## config.mk

```make
export PLATFORM = sky130hd
export DESIGN_NAME = imem_uart_loader
export DESIGN_NICKNAME = d
export VERILOG_FILES = /design/src/rtl/imem_uart_loader.sv
export SDC_FILE = /design/constraint.sdc
export NUM_CORES = 1
export LEC_CHECK = 0
export CORE_MARGIN = 3
export CORE_UTILIZATION = 60
export DETAILED_ROUTE_END_ITERATION = 12
export MAX_ROUTING_LAYER = met4
export PLACE_DENSITY = 0.86
export SLEW_MARGIN = 40
export SYNTH_ARGS = -nofsm -noshare
export SYNTH_HDL_FRONTEND = slang
export SYNTH_SLANG_ARGS = --single-unit
```

## constraint.sdc

```tcl
create_clock -name clk -period 5.3 [get_ports clk]
set_clock_uncertainty 0.05 [all_clocks]
set_input_delay 1.06 -clock clk [delete_from_list [all_inputs] [get_ports clk]]
set_output_delay 1.06 -clock clk [all_outputs]
set_load 0.01 [all_outputs]
```

## src/rtl/imem_uart_loader.sv

```systemverilog
// UART program loader for the CPU instruction memory. It receives 8N1 bytes, checks an A5/length header,
// packs little-endian 32-bit words into IM writes, and holds the CPU in reset while a load is active.
module imem_uart_loader #(
  parameter int unsigned CLK_FREQ    = 100_000_000,
  parameter int unsigned BAUD        = 115200,
  parameter int unsigned ADDR_WIDTH  = 6,
  parameter int unsigned TIMEOUT_CYC = 100_000_000
) (
  input  logic                  clk,
  input  logic                  rst,
  input  logic                  uart_rx,
  input  logic                  load_en,
  output logic                  im_we,
  output logic [ADDR_WIDTH-1:0] im_addr,
  output logic [31:0]           im_wdata,
  output logic                  cpu_hold,
  output logic                  load_done,
  output logic                  load_err,
  output logic [ADDR_WIDTH:0]   word_cnt
);

  localparam int unsigned CLKS_PER_BIT = CLK_FREQ / BAUD;
  localparam int unsigned CW = (CLKS_PER_BIT > 2) ? $clog2(CLKS_PER_BIT) : 1;
  localparam int unsigned TW = $clog2(TIMEOUT_CYC + 1);
  localparam logic [CW-1:0] BIT_LAST  = CW'(CLKS_PER_BIT - 1);
  localparam logic [CW-1:0] HALF_LAST = CW'(CLKS_PER_BIT / 2 - 1);
  localparam logic [TW-1:0] TMO_LAST  = TW'(TIMEOUT_CYC - 1);
  localparam logic [31:0]   CAPACITY  = 32'd1 << ADDR_WIDTH;

  typedef enum logic [1:0] {RX_IDLE, RX_START, RX_DATA, RX_STOP} rx_state_t;
  typedef enum logic [2:0] {LD_IDLE, LD_LEN, LD_DATA, LD_DONE, LD_ERR} ld_state_t;

  rx_state_t rx_state, rx_state_d;
  logic rx_s1, rx_s2, rx_s3;
  logic [CW-1:0] rx_cnt;
  logic [2:0] rx_bit;
  logic [7:0] rx_byte;
  logic rx_cnt_clr, rx_sample, byte_valid, frame_err;

  // rx_s3 is the previous synchronised level, used only for start-edge detection
  always_ff @(posedge clk) begin
    if (rst) begin
      {rx_s1, rx_s2, rx_s3} <= 3'b111;
      rx_state <= RX_IDLE;
      rx_cnt   <= '0;
      rx_bit   <= '0;
      rx_byte  <= '0;
    end else begin
      {rx_s1, rx_s2, rx_s3} <= {uart_rx, rx_s1, rx_s2};
      rx_state <= rx_state_d;
      rx_cnt   <= rx_cnt_clr ? '0 : rx_cnt + 1'b1;
      if (rx_state != RX_DATA) rx_bit <= '0;
      else if (rx_sample) rx_bit <= rx_bit + 1'b1;
      if (rx_sample) rx_byte <= {rx_s2, rx_byte[7:1]};
    end
  end

  always_comb begin
    rx_state_d = rx_state;
    rx_cnt_clr = 1'b0;
    rx_sample  = 1'b0;
    byte_valid = 1'b0;
    frame_err  = 1'b0;
    case (rx_state)
      RX_IDLE: if (rx_s3 && !rx_s2) begin
        rx_state_d = RX_START;
        rx_cnt_clr = 1'b1;
      end
      RX_START: if (rx_cnt == HALF_LAST) begin
        rx_cnt_clr = 1'b1;
        rx_state_d = rx_s2 ? RX_IDLE : RX_DATA;
      end
      RX_DATA: if (rx_cnt == BIT_LAST) begin
        rx_cnt_clr = 1'b1;
        rx_sample  = 1'b1;
        if (rx_bit == 3'd7) rx_state_d = RX_STOP;
      end
      RX_STOP: if (rx_cnt == BIT_LAST) begin
        rx_cnt_clr = 1'b1;
        rx_state_d = RX_IDLE;
        if (rx_s2) byte_valid = 1'b1;
        else frame_err = 1'b1;
      end
      default: rx_state_d = RX_IDLE;
    endcase
  end

  ld_state_t ld_state, ld_state_d;
  logic [7:0] len;
  logic [1:0] byte_idx;
  logic [23:0] word_buf;
  logic [TW-1:0] tmo_cnt;
  logic start_load, accept_len, accept_data, write_word, tmo_hit, loading;
  logic [ADDR_WIDTH:0] word_cnt_nxt;

  assign loading      = (ld_state == LD_LEN) || (ld_state == LD_DATA);
  assign tmo_hit      = loading && (tmo_cnt >= TMO_LAST);
  assign word_cnt_nxt = word_cnt + 1'b1;

  always_comb begin
    ld_state_d  = ld_state;
    start_load  = 1'b0;
    accept_len  = 1'b0;
    accept_data = 1'b0;
    write_word  = 1'b0;
    case (ld_state)
      LD_IDLE, LD_DONE: begin
        if (!load_en) ld_state_d = LD_IDLE;
        else if (byte_valid && rx_byte == 8'hA5) begin
          ld_state_d = LD_LEN;
          start_load = 1'b1;
        end
      end
      LD_LEN: begin
        if (!load_en) ld_state_d = LD_IDLE;
        else if (frame_err || tmo_hit) ld_state_d = LD_ERR;
        else if (byte_valid) begin
          if (rx_byte == 8'd0 || {24'd0, rx_byte} > CAPACITY) ld_state_d = LD_ERR;
          else begin
            ld_state_d = LD_DATA;
            accept_len = 1'b1;
          end
        end
      end
      LD_DATA: begin
        if (!load_en) ld_state_d = LD_IDLE;
        else if (frame_err || tmo_hit) ld_state_d = LD_ERR;
        else if (byte_valid) begin
          accept_data = 1'b1;
          if (byte_idx == 2'd3) begin
            write_word = 1'b1;
            if (32'(word_cnt_nxt) == 32'(len)) ld_state_d = LD_DONE;
          end
        end
      end
      LD_ERR: if (!load_en) ld_state_d = LD_IDLE;
      default: ld_state_d = LD_IDLE;
    endcase
  end

  // The write strobe, address and data are registered, so the IM write lands the cycle after the 4th byte
  always_ff @(posedge clk) begin
    if (rst) begin
      ld_state  <= LD_IDLE;
      len       <= '0;
      byte_idx  <= '0;
      word_buf  <= '0;
      tmo_cnt   <= '0;
      im_we     <= 1'b0;
      im_addr   <= '0;
      im_wdata  <= '0;
      cpu_hold  <= 1'b0;
      load_done <= 1'b0;
      load_err  <= 1'b0;
      word_cnt  <= '0;
    end else begin
      ld_state <= ld_state_d;
      im_we    <= write_word;
      cpu_hold <= loading || (ld_state == LD_ERR);
      if (!loading || byte_valid || ld_state_d != ld_state) tmo_cnt <= '0;
      else tmo_cnt <= tmo_cnt + 1'b1;
      if (start_load) begin
        load_done <= 1'b0;
        load_err  <= 1'b0;
        word_cnt  <= '0;
      end
      if (accept_len) begin
        len      <= rx_byte;
        byte_idx <= '0;
      end
      if (accept_data) begin
        byte_idx <= byte_idx + 1'b1;
        if (byte_idx != 2'd3) word_buf[byte_idx*8 +: 8] <= rx_byte;
      end
      if (write_word) begin
        im_addr  <= word_cnt[ADDR_WIDTH-1:0];
        im_wdata <= {rx_byte, word_buf};
        word_cnt <= word_cnt_nxt;
      end
      if (ld_state_d == LD_DONE && ld_state != LD_DONE) load_done <= 1'b1;
      if (ld_state_d == LD_ERR && ld_state != LD_ERR) load_err <= 1'b1;
    end
  end

endmodule

```

# After elaboration in Yosys (flattened, before gate mapping)
# Cells that the tools add are included.
totals:
  reg_bits: 139
  input_bits: 4
  out_inout_bits: 49
  word_cells: 137
classes:
  add_sub_neg: 6
  n_lt_le_gt_ge: 2
  eq_ne: 25
  shifts: 2
  n_mux: 56
  reduce_logical: 27
ops:
  columns: ["cell", "n"]
  rows:
  - ["$mux 3", 12]
  - ["$neg 5->34", 1]
  - ["$shift 8x34->24 const A", 1]
  - ["$shiftx 8x34->24", 1]
  - ["$mux 1", 30]
  - ["$add 27x1->27 const B", 1]
  - ["$ge 27x27->1 const B", 1]
  - ["$bwmux 24", 1]
  - ["$mux 2", 8]
  - ["$mux 7", 2]
  - ["$ne 2x2->1 const B", 7]
  - ["$pmux 3 s4", 1]
  - ["$add 10x1->10 const B", 1]
  - ["$eq 10x10->1 const B", 1]
  - ["$eq 10x9->1 const B", 1]
  - ["$reduce_or 2->1", 5]
  - ["$eq 3x2->1 const B", 3]
  - ["$eq 3x3->1 const B", 3]
  - ["$eq 7x8->1", 1]
  - ["$eq 8x8->1 const B", 1]
  - ["$gt 8x7->1 const B", 1]
  - ["$logic_not 8->1", 1]
  - ["$pmux 2 s4", 1]
  - ["$reduce_bool 2->1", 4]
  - ["17 further kinds", 29]

# Depth between registers and ports, before layout
# Gate-level depths: netlist (run 1).
depth:
  depth_word: 11
  mapped_depth: 10

# Worst setup path before layout (run 1)
# No wires, ideal clock.
synth_path:
  path_type: "in2reg"
  startpoint: "input rst"
  endpoint: "register tmo_cnt[8]"
  setup_time_ns: 0.064
  arrival_time_ns: 2.534
  required_time_ns: 5.186
  path_slack_ns: 2.651
  path_stages: 6
  cell_sequence: "clkdlybuf4s50_2 or3_1 a21oi_1 o211ai_2 buf_6 nor2_1"
synth_via:
  elab_chain_len: 1
synth_rtl:
  columns: ["element", "line", "rtl"]
  rows:
  - ["start, declared", "10", "input logic rst,"]
  - ["$reduce_or 2->1 (no line)", null, null]
  - ["end signal, assigned", "161", "else tmo_cnt <= tmo_cnt + 1'b1;"]
  - ["end, declared", "92", "logic [TW-1:0] tmo_cnt;"]
# Every way passes these cells.
# A chain may end at the register's enable or synchronous reset.

# Worst setup path after layout (run 1)
layout_path:
  startpoint: "input load_en"
  endpoint: "register tmo_cnt[22]"
layout_via:
  elab_chain_len: 5
layout_rtl:
  columns: ["element", "line", "rtl"]
  rows:
  - ["start, declared", "12", "input logic load_en,"]
  - ["$mux 3, on equally long branches", null, null]
  - ["$pmux 3 s4 (*)", "106", "case (ld_state)"]
  - ["$ne 3x3->1 (*)", "160", "if (!loading || byte_valid || ld_state_d != ld_state) tmo_cnt <= '0;"]
  - ["$logic_or 1x1->1 (*)", "160", null]
  - ["$reduce_or 2->1 (no line) (*)", null, null]
# Mark *: on every way between the ends. The rest lies on a longest branch, timed or not.

==> results of run 1 <==
-- layer usage --
metal / vias to the layer above / global-route usage, % / share of wire (%)
li1: 2576 / - / -
met1: 2491 / 30.7 / 41
met2: 209 / 42.3 / 50
met3: 39 / 6.51 / 6.7
met4: 0 / 10.9 / 2.5
met5: - / - / 0
-- metrics by stage --
step	util, %	instance area [sq um]
5_1_grt	72.5	7250
6_report	72.5	7250
4_1_cts	72.5	7250
3_3_place_gp	67.1	6710
3_5_place_dp	67.2	6720
2_1_floorplan	-	6290
-- cell type report --
type	instances	area (sq um)
well taps	133	166
clock buffers	20	445
clock inverters	12	88.8
inverters	14	52.6
repair buffers	55	538
multi-input cells	544	3180
fillers	723	2750
flip-flops and latches	139	2780
-- critical path, cell delays in order --
cell and delay, ps:
clkdlybuf4s50_1 510, nor2b_1 500, nand4_1 290, nor2b_1 240, o211ai_4 620, nor2_1 150
-- power by group --
group          total (mW)  switching, mW  internal (mW)
sequential           1.05        0.00437           1.05
clock                1.05          0.452          0.602
combinational      0.0269         0.0203        0.00653
-- sequential cells by signal, summed over array words and instances, names as in the netlist, 3 cells and up, named ones only --
name and cells:
im_wdata 32, tmo_cnt 27, word_buf 24, rx_cnt 10
len 8, rx_byte 8, word_cnt 7, im_addr 6
ld_state 3, rx_bit 3
-- cell families after synthesis --
logic type	share of synthesized area, %
xor+xnor	6.26
buf+inv	5.43
simple gates	27.4
flops	44.2
compound gates	12.3
fa+ha+maj	2.19
mux	2.23
-- cell usage after synthesis, types with 2 or more instances --
library cell | count | share of area [%]
o31ai_1 | 3 | 0.36
and3_1 | 11 | 1.1
or2_2 | 5 | 0.50
a211oi_1 | 5 | 0.60
inv_1 | 13 | 0.78
nor4b_1 | 2 | 0.28
buf_2 | 8 | 0.64
nor2_1 | 84 | 5.0
dlygate4sd3_1 | 3 | 0.48
a311oi_1 | 2 | 0.28
o311a_1 | 2 | 0.32
ha_1 | 11 | 2.2
clkbuf_1 | 8 | 0.48
clkbuf_8 | 5 | 1.1
dfxtp_1 | 139 | 44
nor4_1 | 4 | 0.40
a21oi_1 | 78 | 6.2
and2_1 | 5 | 0.50
nand2b_1 | 4 | 0.40
buf_4 | 2 | 0.24
and4_1 | 4 | 0.56
xnor2_1 | 31 | 4.3
nor4_4 | 2 | 0.68
nand3_1 | 51 | 4.1
or3_1 | 4 | 0.40
nor3b_1 | 4 | 0.48
o21ai_0 | 7 | 0.56
nand4_1 | 11 | 1.1
nor3b_2 | 3 | 0.60
nand2_1 | 144 | 8.6
nor2b_1 | 2 | 0.20
nor3_1 | 7 | 0.56
xor2_1 | 14 | 1.9
mux2i_1 | 14 | 2.2
a2111o_1 | 3 | 0.54
a2111oi_4 | 3 | 1.3
buf_6 | 6 | 1.1
clkbuf_2 | 2 | 0.16
-- worst max path at each step --
stage                     slack (ps)     from          end  cells past startpoint
after floorplan                 2650      rst   tmo_cnt[8]                      6
after global placement          1710  load_en  tmo_cnt[26]                      6
after detailed placement        1820  load_en  tmo_cnt[11]                      6
after CTS                       2310  load_en  tmo_cnt[22]                      6
after global routing            2100  load_en  tmo_cnt[18]                      6
final                           2250  load_en  tmo_cnt[22]                      6
==> results.yml, run 1 <==
synthesis:
  async_reset_ff_share_pct: 0
  yosys.cell_types.count: 66
  synth_seq_cells: 139
  synth-warning-count: 0
  synth_area_sq_mm: 0.00629
  syn_avg_cell_area_sq_um: 8.57
  synth_ff_type: "dfxtp_1"
  seq_area_frac_synth_pct: 44.2
  synth_edf_count: 0
  syn_nets: 749
  synth_cells: 734
layout:
  drive_gt1_share_pct: 7.40
  antennaDiodeCount: 0
  area_growth_pct: 15.2
  finalNetCount: 786
  final_cell_mix: "nand2_1 (144), dfxtp_1 (139), nor2_1 (84)"
  finalNonFillerCells: 917
  mostFrequentLayoutCell: "nand2_1"
global_route:
  grt_start_max_net_pins: 66
  grt_antenna_before_repair: 0
  grt_pass1_vias: 5155
  track_usage_pct: 26.0
  grt_pass1_wl_mm: 23.6
  overflow: 0
placement:
  dp.cells: 885
  port_buffers: 52
  gpl.final_weighted_congestion: 0.908
  dp_hpwl_mm: 9.24
  dpl_worst_slack_ps: 1820
clock_tree:
  cts_buffers: 17
  clock_sinks: 139
  cts.path.max_buffers: 2
  clk_pin_slew_ps: 60
  cts_tree: "yes"
  htreeDepth: 4
  cts_resized: 0
  worstSkewPairLatency_ps: 530
  postCtsSetupRepairBufs: 0
  root_buffer: "clkbuf_8"
  cts.hold.buffers_added: 0
route:
  drt-total-wl_mm: 14.2
  wire_per_inst_microns: 15.5
  drt_iter0_drc: 395
  ant_nets: 0
  drc: 0
  num_vias: 5315
  drtPass1Iterations: 6
  via_per_inst: 5.80
sta:
  timing.final.crit_share_pct: 57.5
  period_minus_slack_ps: 3050
  finalHoldViolCount: 0
  drv_slew: 0
  worst_slew_pin_slew_ps: 726
  finalSetupTns_ps: 0
  whs_ps: 368
  max_freq_mhz: 328
  slew_headroom_pct: 50.9
  setup_viol: 0
  rsz0062_at_grt: "no"
  worst_slack_ps: 2250
floorplan:
  die_height_microns: 108
  die_x_microns: 108
  die_area_sq_mm: 0.0118
  coreArea_sq_mm: 0.0100
  placementRows: 36
  ios: 53
  start_util_pct: 62.9
setup_path:
  timing.rr.end: "tmo_cnt[22]"
  worstPathMaxFanout: 27
  critPathCaptureType: "flop"
  r2r_slack_ps: 2430
  crit_type: "input port to flop"
  start_kind: "input port"
  critPathArrivalTime_ps: 3380
  r2r-start: "rx_cnt[2]"
  r2r.worst_path.cells: 6
  cp.required_ps: 5630
status:
  run_status: "complete, no violations"
power:
  p_leak_nw: 2.46
  ir_worst_vdd_v: 0.000241
  power.total_mw: 2.13
  cellPowerDensity_mw_per_mm2: 294
worst_hold_path:
  hold_end: "rx_s2"
  worstHoldStart: "rx_s1"
  hp-class: "flop to flop"
  min_path_cells: 1
job:
  maxCapViolCount: 0
Power figures use the tool's default switching activity.
==> inputs of run 2 (changes only) <==
CORE_UTILIZATION = 58   (was 60)
PLACE_DENSITY = 0.84   (was 0.86)
clock period = 2.85 ns   (was 5.3 ns; I/O delays follow)
==> results.yml, run 2 (synthesis gave the netlist of run 1 again) <==
sta:
  slew_headroom_pct: 58.6
  rsz0062_at_grt: "no"
  finalHoldViolCount: 0
  max_freq_mhz: 374
  period_minus_slack_ps: 2670
  drv_slew: 0
  setup_viol: 0
  finalSetupTns_ps: 0
  worst_slew_pin_slew_ps: 621
  timing.final.crit_share_pct: 93.8
power:
  cellPowerDensity_mw_per_mm2: 538
  ir_worst_vdd_v: 0.000471
  power.total_mw: 3.97
  p_leak_nw: 2.56
setup_path:
  cp.required_ps: 3190
  cp-startpoint: "rx_cnt[2]"
  r2r_slack_ps: 180
  start_kind: "flop"
  crit_type: "flop to flop"
  r2r-start: "rx_cnt[2]"
  timing.rr.end: "word_cnt[1]"
  critPathArrivalTime_ps: 3010
  r2r.worst_path.cells: 8
  worstPathMaxFanout: 31
  critPathCaptureType: "flop"
placement:
  port_buffers: 52
  dp_hpwl_mm: 9.76
  dpl_cell_area_sq_mm: 0.00685
  gpl.final_weighted_congestion: 0.960
route:
  ant_nets: 0
  drt_iter0_drc: 492
  num_vias: 5421
  wire_per_inst_microns: 15.6
  drtPass1Iterations: 7
  drc: 0
  via_per_inst: 5.79
  drt-total-wl_mm: 14.6
clock_tree:
  clock_sinks: 139
  worstSkewPairLatency_ps: 520
  clk_pin_slew_ps: 60
  htreeDepth: 4
  cts.hold.buffers_added: 0
  cts_tree: "yes"
  root_buffer: "clkbuf_8"
  cts_buffers: 17
  cts.path.max_buffers: 2
global_route:
  grt_start_max_net_pins: 47
  grt_antenna_before_repair: 0
  grt_pass1_vias: 5074
  track_usage_pct: 25.2
  grt_pass1_wl_mm: 23.6
  overflow: 0
floorplan:
  start_util_pct: 60.4
  coreArea_sq_mm: 0.0104
  die_area_sq_mm: 0.0121
  placementRows: 37
  ios: 53
  die_x_microns: 110
  die_height_microns: 110
layout:
  postLayoutCellArea_sq_mm: 0.00739
  mostFrequentLayoutCell: "nand2_1"
  fillers: 767
  final_util_pct: 71.0
  finalNetCount: 806
  final_cell_mix: "nand2_1 (144), dfxtp_1 (139), nor2_1 (84)"
  area_growth_pct: 17.5
  largest_reg_flops: 32
  antennaDiodeCount: 0
  reg_top3: "im_wdata (32), tmo_cnt (27), word_buf (24)"
  regMostFlops: "im_wdata"
  drive_gt1_share_pct: 9.50
worst_hold_path:
  min_path_cells: 1
  hold_end: "rx_s2"
  worstHoldStart: "rx_s1"
  hp-class: "flop to flop"
job:
  maxCapViolCount: 0
status:
  run_status: "complete, no violations"
run 2: per-layer routing:
| metal | GRT usage, % | vias to the layer above | wire length, microns | share of wire (%) |
|---|---|---|---|---|
| met5 | - | - | 0 | 0 |
| met4 | 8.88 | 0 | 264 | 1.8 |
| met3 | 6.00 | 35 | 879 | 6.0 |
| met2 | 40.2 | 191 | 7100 | 49 |
| met1 | 31.5 | 2572 | 6370 | 44 |
| li1 | - | 2623 | - | - |
run 2: timing repair:
action                     4_1_cts  5_1_grt
gates resized for setup          0        2
setup buffers                    0        2
hold endpoints to repair         0        0
setup endpoints to repair        0       34
run 2: worst max path at each step:
stage / end / cells past startpoint
finish: word_cnt[1] / 8
detailed placement: word_buf[18] / 7
global placement: word_buf[5] / 7
floorplan: tmo_cnt[13] / 7
CTS: word_buf[11] / 8
global route: word_buf[23] / 8
run 2: report_power, final:
part	switching, mW	internal (mW)	total (mW)
Sequential	0.00865	1.95	1.96
Combinational	0.0402	0.0163	0.0565
Clock	0.783	1.18	1.96
run 2: stage by stage:
stage	cells	setup slack, ps	hold WS (ps)
floorplan	734	474	339
global placement	906	237	348
CTS	934	105	373
global route	936	2.25	401
detailed placement	906	121	358
finish	936	178	373
run 2: final cells by class:
type / instances / area (sq um) / area share (%)
timing repair buffer: 75 / 688 / 9.31
tap: 136 / 170 / 2.30
clock inverter: 8 / 73.8 / 0.998
multi-input combinational: 544 / 3180 / 43.0
clock buffer: 20 / 445 / 6.02
inverter: 14 / 52.6 / 0.711
sequential: 139 / 2780 / 37.6
run 2: critical path: stages (launching register included):
cell     delay (ps)
dfxtp_1         370
or4b_4          620
nor4_4          350
nand4_4         230
inv_1           120
nand4_1         220
buf_4           340
nand3_1         120
a21oi_1          70
